===== src/rtl/cam_frame_capture.sv =====
// Parallel-camera frame grabber: resynchronises the camera bus into clk, assembles
// BPP-byte pixels, tags them with (x, y, sof, eol) and queues them on a valid/ready stream.
module cam_frame_capture #(
    parameter int DATA_W     = 8,
    parameter int BPP        = 2,
    parameter int H_PIXELS   = 320,
    parameter int V_LINES    = 240,
    parameter int FIFO_DEPTH = 4,
    parameter int SWAP_BYTES = 0
) (
    input  logic                        clk,
    input  logic                        reset,
    input  logic                        cam_pclk,
    input  logic                        cam_vsync,
    input  logic                        cam_href,
    input  logic [DATA_W-1:0]           cam_data,
    input  logic                        enable,
    input  logic                        single_shot,
    input  logic                        clear_err,
    output logic                        out_valid,
    input  logic                        out_ready,
    output logic [DATA_W*BPP-1:0]       out_data,
    output logic [$clog2(H_PIXELS)-1:0] out_x,
    output logic [$clog2(V_LINES)-1:0]  out_y,
    output logic                        out_sof,
    output logic                        out_eol,
    output logic                        frame_done,
    output logic [15:0]                 frame_count,
    output logic                        busy,
    output logic                        overflow,
    output logic                        err_line
);
    localparam int PW  = DATA_W * BPP;
    localparam int XW  = $clog2(H_PIXELS);
    localparam int YW  = $clog2(V_LINES);
    localparam int XCW = $clog2(H_PIXELS + 1) + 1;
    localparam int YCW = $clog2(V_LINES + 1);
    localparam int BW  = (BPP > 1) ? $clog2(BPP) : 1;
    localparam int AW  = $clog2(FIFO_DEPTH);

    typedef enum logic [1:0] {IDLE, WAIT_VS, ACTIVE, DONE} state_t;

    typedef struct packed {
        logic [PW-1:0] data;
        logic [XW-1:0] x;
        logic [YW-1:0] y;
        logic          sof;
        logic          eol;
    } ent_t;

    state_t state, nstate;

    // Synchronisers; pclk_sync[2] is history for the rising-edge detect.
    logic [2:0]        pclk_sync;
    logic [1:0]        vs_sync, hr_sync;
    logic [DATA_W-1:0] d_sync1, d_sync2;
    logic              vs_q, hr_q;

    always_ff @(posedge clk or posedge reset) begin
        if (reset) begin
            pclk_sync <= '0;
            vs_sync   <= '0;
            hr_sync   <= '0;
            d_sync1   <= '0;
            d_sync2   <= '0;
        end else begin
            pclk_sync <= {pclk_sync[1:0], cam_pclk};
            vs_sync   <= {vs_sync[0], cam_vsync};
            hr_sync   <= {hr_sync[0], cam_href};
            d_sync1   <= cam_data;
            d_sync2   <= d_sync1;
        end
    end

    logic pclk_ev, vs_fall, vs_rise, hr_fall, byte_ev;
    assign pclk_ev = pclk_sync[1] & ~pclk_sync[2];
    assign vs_fall = pclk_ev & vs_q & ~vs_sync[1];
    assign vs_rise = pclk_ev & ~vs_q & vs_sync[1];
    assign hr_fall = pclk_ev & hr_q & ~hr_sync[1];
    assign byte_ev = pclk_ev & hr_sync[1];

    // vsync/href history is kept in every state so the first edge after arming is seen.
    always_ff @(posedge clk or posedge reset) begin
        if (reset) begin
            vs_q <= 1'b0;
            hr_q <= 1'b0;
        end else if (pclk_ev) begin
            vs_q <= vs_sync[1];
            hr_q <= hr_sync[1];
        end
    end

    always_ff @(posedge clk or posedge reset) begin
        if (reset) state <= IDLE;
        else       state <= nstate;
    end

    always_comb begin
        nstate = state;
        if (!enable) nstate = IDLE;
        else begin
            case (state)
                IDLE:    nstate = WAIT_VS;
                WAIT_VS: if (vs_fall) nstate = ACTIVE;
                ACTIVE:  if (vs_rise) nstate = single_shot ? DONE : WAIT_VS;
                default: nstate = state;
            endcase
        end
    end

    logic active, arm, frame_end;
    always_comb begin
        busy      = (state != IDLE);
        active    = (state == ACTIVE) && enable;
        arm       = (state == WAIT_VS) && enable && vs_fall;
        frame_end = active && vs_rise;
    end

    // Byte assembler and coordinate counters
    logic [PW-1:0]  asm_q, asm_next, pix_data;
    logic [BW-1:0]  bidx, pos;
    logic [XCW-1:0] x, pix_x;
    logic [YCW-1:0] y, pix_y;
    logic           pix_pend;

    always_comb begin
        pos      = (SWAP_BYTES != 0) ? bidx : BW'(BPP - 1) - bidx;
        asm_next = asm_q;
        asm_next[pos*DATA_W +: DATA_W] = d_sync2;
    end

    always_ff @(posedge clk or posedge reset) begin
        if (reset) begin
            asm_q    <= '0;
            bidx     <= '0;
            x        <= '0;
            y        <= '0;
            pix_pend <= 1'b0;
            pix_data <= '0;
            pix_x    <= '0;
            pix_y    <= '0;
        end else begin
            pix_pend <= 1'b0;
            if (arm) begin
                bidx <= '0;
                x    <= '0;
                y    <= '0;
            end else if (!active) begin
                bidx <= '0;
            end else if (hr_fall) begin
                bidx <= '0;
                x    <= '0;
                if (y != YCW'(V_LINES)) y <= y + 1'b1;
            end else if (byte_ev) begin
                asm_q <= asm_next;
                if (bidx == BW'(BPP - 1)) begin
                    bidx     <= '0;
                    pix_pend <= 1'b1;
                    pix_data <= asm_next;
                    pix_x    <= x;
                    pix_y    <= y;
                    if (x != '1) x <= x + 1'b1;
                end else begin
                    bidx <= bidx + 1'b1;
                end
            end
        end
    end

    // Output FIFO; a write into a full FIFO is allowed when a read frees a slot the same cycle.
    ent_t        mem [FIFO_DEPTH];
    ent_t        wr_ent, head;
    logic [AW:0] wptr, rptr;
    logic        empty, full, rd, wr_req, wr, ovf_set, err_set;

    assign empty   = (wptr == rptr);
    assign full    = (wptr[AW] != rptr[AW]) && (wptr[AW-1:0] == rptr[AW-1:0]);
    assign rd      = out_valid && out_ready;
    assign wr_req  = pix_pend && (pix_x < XCW'(H_PIXELS)) && (pix_y < YCW'(V_LINES));
    assign wr      = wr_req && (!full || rd);
    assign ovf_set = wr_req && full && !rd;
    assign err_set = active && hr_fall && ((bidx != '0) || (x != XCW'(H_PIXELS)));

    always_comb begin
        wr_ent.data = pix_data;
        wr_ent.x    = pix_x[XW-1:0];
        wr_ent.y    = pix_y[YW-1:0];
        wr_ent.sof  = (pix_x == '0) && (pix_y == '0);
        wr_ent.eol  = (pix_x == XCW'(H_PIXELS - 1));
    end

    always_ff @(posedge clk) begin
        if (wr) mem[wptr[AW-1:0]] <= wr_ent;
    end

    always_ff @(posedge clk or posedge reset) begin
        if (reset) begin
            wptr <= '0;
            rptr <= '0;
        end else begin
            if (wr) wptr <= wptr + 1'b1;
            if (rd) rptr <= rptr + 1'b1;
        end
    end

    assign head = mem[rptr[AW-1:0]];

    always_comb begin
        out_valid = !empty;
        out_data  = out_valid ? head.data : '0;
        out_x     = out_valid ? head.x    : '0;
        out_y     = out_valid ? head.y    : '0;
        out_sof   = out_valid && head.sof;
        out_eol   = out_valid && head.eol;
    end

    always_ff @(posedge clk or posedge reset) begin
        if (reset) begin
            frame_done  <= 1'b0;
            frame_count <= '0;
            overflow    <= 1'b0;
            err_line    <= 1'b0;
        end else begin
            frame_done <= frame_end;
            if (frame_end) frame_count <= frame_count + 16'd1;
            if (ovf_set)        overflow <= 1'b1;
            else if (clear_err) overflow <= 1'b0;
            if (err_set)        err_line <= 1'b1;
            else if (clear_err) err_line <= 1'b0;
        end
    end

endmodule


===== config.mk =====
export PLATFORM = sky130hd
export DESIGN_NAME = cam_frame_capture
export DESIGN_NICKNAME = d
export VERILOG_FILES = /design/src/rtl/cam_frame_capture.sv
export SDC_FILE = /design/constraint.sdc
export NUM_CORES = 1
export LEC_CHECK = 0
export CAP_MARGIN = 20
export CORE_MARGIN = 2
export CORE_UTILIZATION = 45
export DETAILED_ROUTE_END_ITERATION = 8
export DONT_BUFFER_PORTS = 1
export PLACE_DENSITY_LB_ADDON = 0.08
export SLEW_MARGIN = 20
export SYNTH_ARGS = -nofsm -noshare
export SYNTH_HDL_FRONTEND = slang
export SYNTH_SLANG_ARGS = --single-unit
export TNS_END_PERCENT = 1

===== constraint.sdc =====
create_clock -name clk -period 3.1 [get_ports clk]
set_input_delay 0.31 -clock clk [delete_from_list [all_inputs] [get_ports clk]]
set_output_delay 0.31 -clock clk [all_outputs]
set_load 0.01 [all_outputs]

==> results of run 1 <==
-- worst reg2reg max path, stage by stage (launching register included) --
cell,delay [ps]
dfrtp_1,350
inv_1,90
ha_1,250
and3b_1,200
and3_4,260
or4b_2,710
buf_4,270
mux2_4,340
-- stage by stage --
step	total power, mW	setup slack (ps)	hold WS (ps)	instance area (µm²)
4_1_cts	7.79	416	59.8	11700
6_report	7.66	492	77.5	11700
3_3_place_gp	4.84	604	333	10700
3_5_place_dp	4.88	536	335	10700
5_1_grt	8.04	322	84.9	11700
2_1_floorplan	4.62	787	331	10300
-- worst max-delay path by stage --
stage | startpoint | endpoint | slack [ps] | depth (start not counted)
floorplan | rptr[1] | mem[3][0] | 790 | 4
global placement | state[1] | pix_x[2] | 600 | 7
detailed placement | state[1] | pix_y[4] | 540 | 7
CTS | rptr[0] | out_data[0] | 420 | 3
global route | rptr[0] | out_data[8] | 320 | 3
finish | rptr[0] | out_x[3] | 490 | 3
-- repair_timing --
item,in CTS,in global routing
buffers inserted,0,0
hold buffers,15,0
endpoints found under the hold margin,60,0
endpoints found under the setup margin,0,0
-- placed cells by master (no fill, tap or decap), types with 4 or more instances in the layout --
master / Yosys / routed
xor2_1: 6 / 6
dlygate4sd3_1: 0 / 15
nand3b_1: 4 / 4
mux2_4: 34 / 34
o21ai_0: 9 / 9
inv_1: 19 / 18
nand4b_1: 5 / 5
and3_1: 11 / 11
edfxtp_1: 140 / 140
a21oi_1: 15 / 15
nand2_1: 16 / 16
dfrtp_1: 114 / 113
nor2b_1: 4 / 4
clkbuf_16: 0 / 27
nor2_1: 11 / 11
mux2_2: 11 / 11
nor4_1: 5 / 5
and2_1: 40 / 40
mux4_2: 35 / 35
buf_4: 1 / 16
nor3_1: 6 / 6
clkbuf_1: 12 / 8
xnor2_1: 19 / 19
clkinv_1: 0 / 8
nand3_1: 14 / 14
ha_1: 14 / 14
nand4_1: 15 / 15
o31ai_1: 5 / 5
and4_1: 7 / 7
-- sequential cells by signal, indices dropped and copies added, names as in the netlist, 2 cells and up --
register	cells
pix_y	8
asm_q	8
state	2
pclk_sync	3
pix_data	16
hr_sync	2
pix_x	10
vs_sync	2
d_sync1	8
x	10
y	8
mem	140
frame_count	16
wptr	3
d_sync2	8
rptr	3
-- per-layer routing --
layer	GRT usage [%]	vias to the layer above	share of wire, %	wire length [µm]
met3	2.94	28	4.1	769
met5	0	-	0	0
met4	4.33	0	1.8	341
met1	22.3	2768	45	8570
met2	26.5	106	49	9150
li1	-	2429	-	-
-- power breakdown --
| part | internal [mW] | switching (mW) | total (mW) |
|---|---|---|---|
| clock network | 1.65 | 1.22 | 2.87 |
| logic | 0.466 | 0.555 | 1.02 |
| registers | 3.64 | 0.132 | 3.77 |
-- final cells by class --
class	count	area [µm²]	area share (%)
well taps	285	357	3.05
inverters	19	75.1	0.642
clock inverters	13	65.1	0.557
clock buffers	37	733	6.27
multi-input cells	320	3070	26.3
repair buffers	34	330	2.83
flip-flops and latches	254	7060	60.4
-- cell families after synthesis --
| family | Yosys count | synth area share, % |
|---|---|---|
| and+or+nand+nor | 155 | 9.20 |
| xor gates and xnor gates | 25 | 2.12 |
| buffers and inverters | 43 | 2.01 |
| DFF | 254 | 68.3 |
| AOI/OAI and AO/OA | 43 | 2.64 |
| muxes | 83 | 14.1 |
| adders and majority gates | 14 | 1.69 |
==> results.py, run 1 <==
metrics = {
    "synthesis": {
        "yosysWarnings": 0,
        "synth_area_leader_cell": "edfxtp_1",
        "synth.most_common_cell": "edfxtp_1",
        "synthesis.nets": 648,
        "synthesis.instances": 617,
        "synth.area.top_cells": "edfxtp_1 41%, dfrtp_1 28%, mux4_2 7.6%",
        "async_reset_ff_share_pct": 44.9,
        "synth_top_area_share_pct": 40.7,
        "synth-edff-count": 140,
        "mappedNetlistArea_um2": 10300,
        "synth_area_per_cell_um2": 16.8,
        "synth.distinct_cells": 52,
        "synth_ff_type": "edfxtp_1",
        "synthTopCellsByCount": "140 x edfxtp_1, 114 x dfrtp_1, 40 x and2_1",
        "synth.yosys.seq_area_share_pct": 68.3,
        "synth-seq-cells": 254,
    },
    "clock_tree": {
        "post_cts_resized": 0,
        "cts-root-buf": "clkbuf_16",
        "cts_tree": "done",
        "insertion_delay_ps": 520,
        "clk_path_buf_depth": 3,
        "clock_sinks": 254,
        "cts_made_buffers": 27,
        "h-tree-depth": 1,
        "clkSlewWorstSetupHoldPaths_ps": 60,
    },
    "timing": {
        "post-route-period-util_pct": 84.1,
        "fin_skew_ps": 10.8,
        "finalSetupViolations": 0,
        "max_slew_margin_pct": 49.1,
        "max_slew.worst_pin.slew_ps": 762,
        "hold_viol_final": 0,
        "rsz0062_at_grt": "false",
        "fin_setup_tns_ps": 0,
        "maxSlewViolCount": 0,
        "fmax_mhz": 383,
        "fin_crit_ps": 2610,
    },
    "critical_path": {
        "crit_chain": "buf_12, mux4_2, and2_1",
        "r2r-end": "pix_x[3]",
        "critPathCaptureType": "output pin",
        "cp_data_arrival_time_ps": 2300,
        "r2r_cells": 7,
        "crit_buf_inv": 1,
        "crit_type": "reg -> out",
        "critPathMaxFanout": 26,
        "required_ps": 2790,
        "critPathSlowestCell": "dfrtp_2",
        "max_stage_delay_ps": 670,
        "crit_family": "flip-flops",
        "startpoint_type": "register",
        "reg2reg_slack_ps": 520,
        "r2r-start": "state[1]",
    },
    "detailed_routing": {
        "routed_via_density": 5.54,
        "drt-initial-drc-count": 184,
        "dr.pass1.iters": 4,
        "wire_per_inst_um": 19.6,
        "drc": 0,
        "vias": 5331,
        "postRouteAntennaNets": 0,
        "wirelength_um": 18800,
    },
    "final_layout": {
        "nNetsFinal": 687,
        "antenna_cells": 0,
        "area_growth_pct": 13.1,
        "drive_above_1_share_pct": 20.7,
        "fillCellCount": 1857,
        "fin_util_pct": 51.8,
        "stdcell_count": 962,
    },
    "global_routing": {
        "globalRouteTotalUtil_pct": 16.1,
        "grt_max_degree": 55,
        "antenna_found_initial": 0,
        "grt_pass1_vias": 5544,
        "grt-ovfl-total": 0,
        "grt_pass1_wl_um": 30500,
    },
    "status": {
        "status": "completed",
    },
    "floorplanning": {
        "fp.coreArea_um2": 22600,
        "start_util_pct": 45.8,
        "die_area_um2": 24200,
        "ioPinCount": 73,
        "row_count": 55,
        "die_x_um": 156,
        "die_h_um": 156,
    },
    "place": {
        "placedCellCount": 896,
        "place_congestion": 0.795,
        "dp_hpwl_um": 11700,
        "io_buffers": 0,
    },
    "hold_path": {
        "worstHoldPathCells": 3,
        "min-delay-start": "enable",
        "hold_path_class": "in -> reg",
        "whs_endpoint": "state[1]",
    },
    "power_and_ir_drop": {
        "ir_worst_vdd_uv": 325,
        "leakage_nw": 4.61,
        "powerDensity_nw_per_um2": 656,
    },
    "flow_run": {
        "max-cap-violations": 0,
    },
}
No activity file was read; power rests on OpenSTA's default activity.
==> run 2, diff against run 1 <==
==> constraint.sdc (replaced) <==
create_clock -name clk -period 2.17 [get_ports clk]
set_input_delay 0.217 -clock clk [delete_from_list [all_inputs] [get_ports clk]]
set_output_delay 0.217 -clock clk [all_outputs]
set_load 0.01 [all_outputs]
==> run 2 against run 1 <==
Compared with the run above:
- the flow now finishes with violations (negative setup slack)
- core utilization is 2.2 points higher
- worst setup slack got worse by 520 ps
- first-iteration DRC count grew 60%
- clock power is 54% higher
- non-clock buffer count up 26
- flip-flop and latch count unchanged
- clock skew is essentially flat
- cell count grew 2.9%
- sequential power grew 42%
- global-route usage up 0.53 points
- die area unchanged
- worst hold slack worse by 59 ps
- critical endpoint is now out_y[1]
- largest cell class unchanged
==> results.py, run 2 (synthesis results as in run 1) <==
metrics = {
    "status": {
        "status": "finished with violations",
        "violations": "negative setup slack",
    },
    "detailed_routing": {
        "postRouteAntennaNets": 0,
        "wire_per_inst_um": 19.9,
        "dr.pass1.iters": 6,
        "routed_via_density": 5.48,
        "vias": 5427,
        "wirelength_um": 19700,
        "met3_length_um": 900,
        "highest_layer": "met4",
        "wl_met2_um": 9700,
        "drc": 0,
        "drt-initial-drc-count": 295,
        "met1_length_um": 8670,
    },
    "clock_tree": {
        "clkSlewWorstSetupHoldPaths_ps": 60,
        "cts_tree": "done",
        "insertion_delay_ps": 530,
        "clock_sinks": 254,
        "clk_path_buf_depth": 3,
        "cts_made_buffers": 28,
        "h-tree-depth": 1,
        "cts-root-buf": "clkbuf_16",
    },
    "critical_path": {
        "crit_cells": 3,
        "crit_path_end": "out_y[1]",
        "cp_data_arrival_time_ps": 1980,
        "startpoint_type": "register",
        "reg2reg_slack_ps": 20,
        "crit_type": "reg -> out",
        "max_stage_delay_ps": 520,
        "critPathLaunch": "rptr[0]",
        "crit_family": "multiplexers",
        "crit_buf_inv": 1,
        "r2r-end": "pix_x[2]",
        "crit_chain": "buf_6, mux4_2, and2_1",
        "critPathSlowestCell": "mux4_2",
        "critPathMaxFanout": 11,
        "required_ps": 1950,
        "r2r_cells": 7,
        "r2r-start": "state[1]",
        "critPathCaptureType": "output pin",
    },
    "final_layout": {
        "fin_util_pct": 54.0,
        "nNetsFinal": 714,
        "antenna_cells": 0,
        "area_growth_pct": 18.0,
        "fillCellCount": 1798,
        "final_common_cell": "edfxtp_1",
        "drive_above_1_share_pct": 30.2,
        "layout_common_cells": "140 x edfxtp_1, 113 x dfrtp_1, 35 x mux4_2",
        "largest_register_ff_count": 140,
        "fin_area_um2": 12200,
        "stdcell_count": 990,
    },
    "global_routing": {
        "grt_max_degree": 47,
        "grt-ovfl-total": 0,
        "grt_pass1_vias": 5731,
        "grt_pass1_wl_um": 31600,
        "globalRouteTotalUtil_pct": 16.6,
        "antenna_found_initial": 0,
    },
    "timing": {
        "fin_crit_ps": 2200,
        "maxSlewViolCount": 0,
        "post-route-period-util_pct": 101,
        "hold_viol_final": 0,
        "hold_slack_ps": 18.2,
        "worst_slack_ps": -29.5,
        "fmax_mhz": 455,
        "fin_skew_ps": 11.0,
        "finalSetupViolations": 8,
        "max_slew.worst_pin.slew_ps": 614,
        "rsz0062_at_grt": "true",
        "max_slew_margin_pct": 58.9,
        "fin_setup_tns_ps": -132,
    },
    "place": {
        "placedCellCount": 920,
        "dpl_worst_slack_ps": -185,
        "place_congestion": 0.819,
        "io_buffers": 0,
        "placed_cell_area_um2": 11000,
        "dp_hpwl_um": 12200,
    },
    "flow_run": {
        "max-cap-violations": 0,
    },
    "floorplanning": {
        "row_count": 55,
        "die_x_um": 156,
        "die_area_um2": 24200,
        "die_h_um": 156,
        "ioPinCount": 73,
        "fp.coreArea_um2": 22600,
        "start_util_pct": 45.8,
    },
    "power_and_ir_drop": {
        "leakage_nw": 4.90,
        "powerDensity_nw_per_um2": 950,
        "ir_worst_vdd_uv": 492,
        "finalPower_mw": 11.6,
    },
    "hold_path": {
        "hold_path_class": "in -> reg",
        "worstHoldPathCells": 3,
    },
}
## run 2: timing repair
item | 4_1_cts | 5_1_grt
cloned | 1 | 1
pin swaps | 1 | 17
setup buffers | 0 | 1
hold endpoints to repair | 42 | 0
resized for setup | 25 | 21
hold buffers | 15 | 0
setup endpoints to repair | 71 | 89
## run 2: report_power, final
part | switching (mW) | internal [mW]
clock network | 1.83 | 2.58
logic | 0.915 | 0.912
registers | 0.148 | 5.20
total | 2.89 | 8.69
## run 2: final cells by class
type,instances,area [µm²],share of cell area [%]
multi-input cells,320,3200,26.2
flip-flops and latches,254,7060,57.9
well taps,285,357,2.92
repair buffers,60,629,5.16
inverters,19,75.1,0.616
clock inverters,13,71.3,0.585
clock buffers,39,803,6.59
## run 2: worst min path at each step
stage,start,end,slack (ps)
after floorplan,cam_data[0],d_sync1[0],250
after global placement,reset,frame_count[3],190
after detailed placement,reset,frame_count[1],190
after CTS,single_shot,state[1],2
after global routing,enable,x[8],40
final,single_shot,state[1],20
## run 2: worst register-to-register path, cell delays in order, from the launching register on
cell and delay, ps:
dfrtp_1 370, inv_2 50, ha_2 170, and3b_1 180
and3_4 150, or4b_4 580, buf_12 200, mux2_4 330
## run 2: routing by layer
metal	GRT usage (%)	vias up
li1	-	2492
met1	23.0	2797
met2	27.8	108
met3	2.78	30
met4	4.19	0
met5	0	-
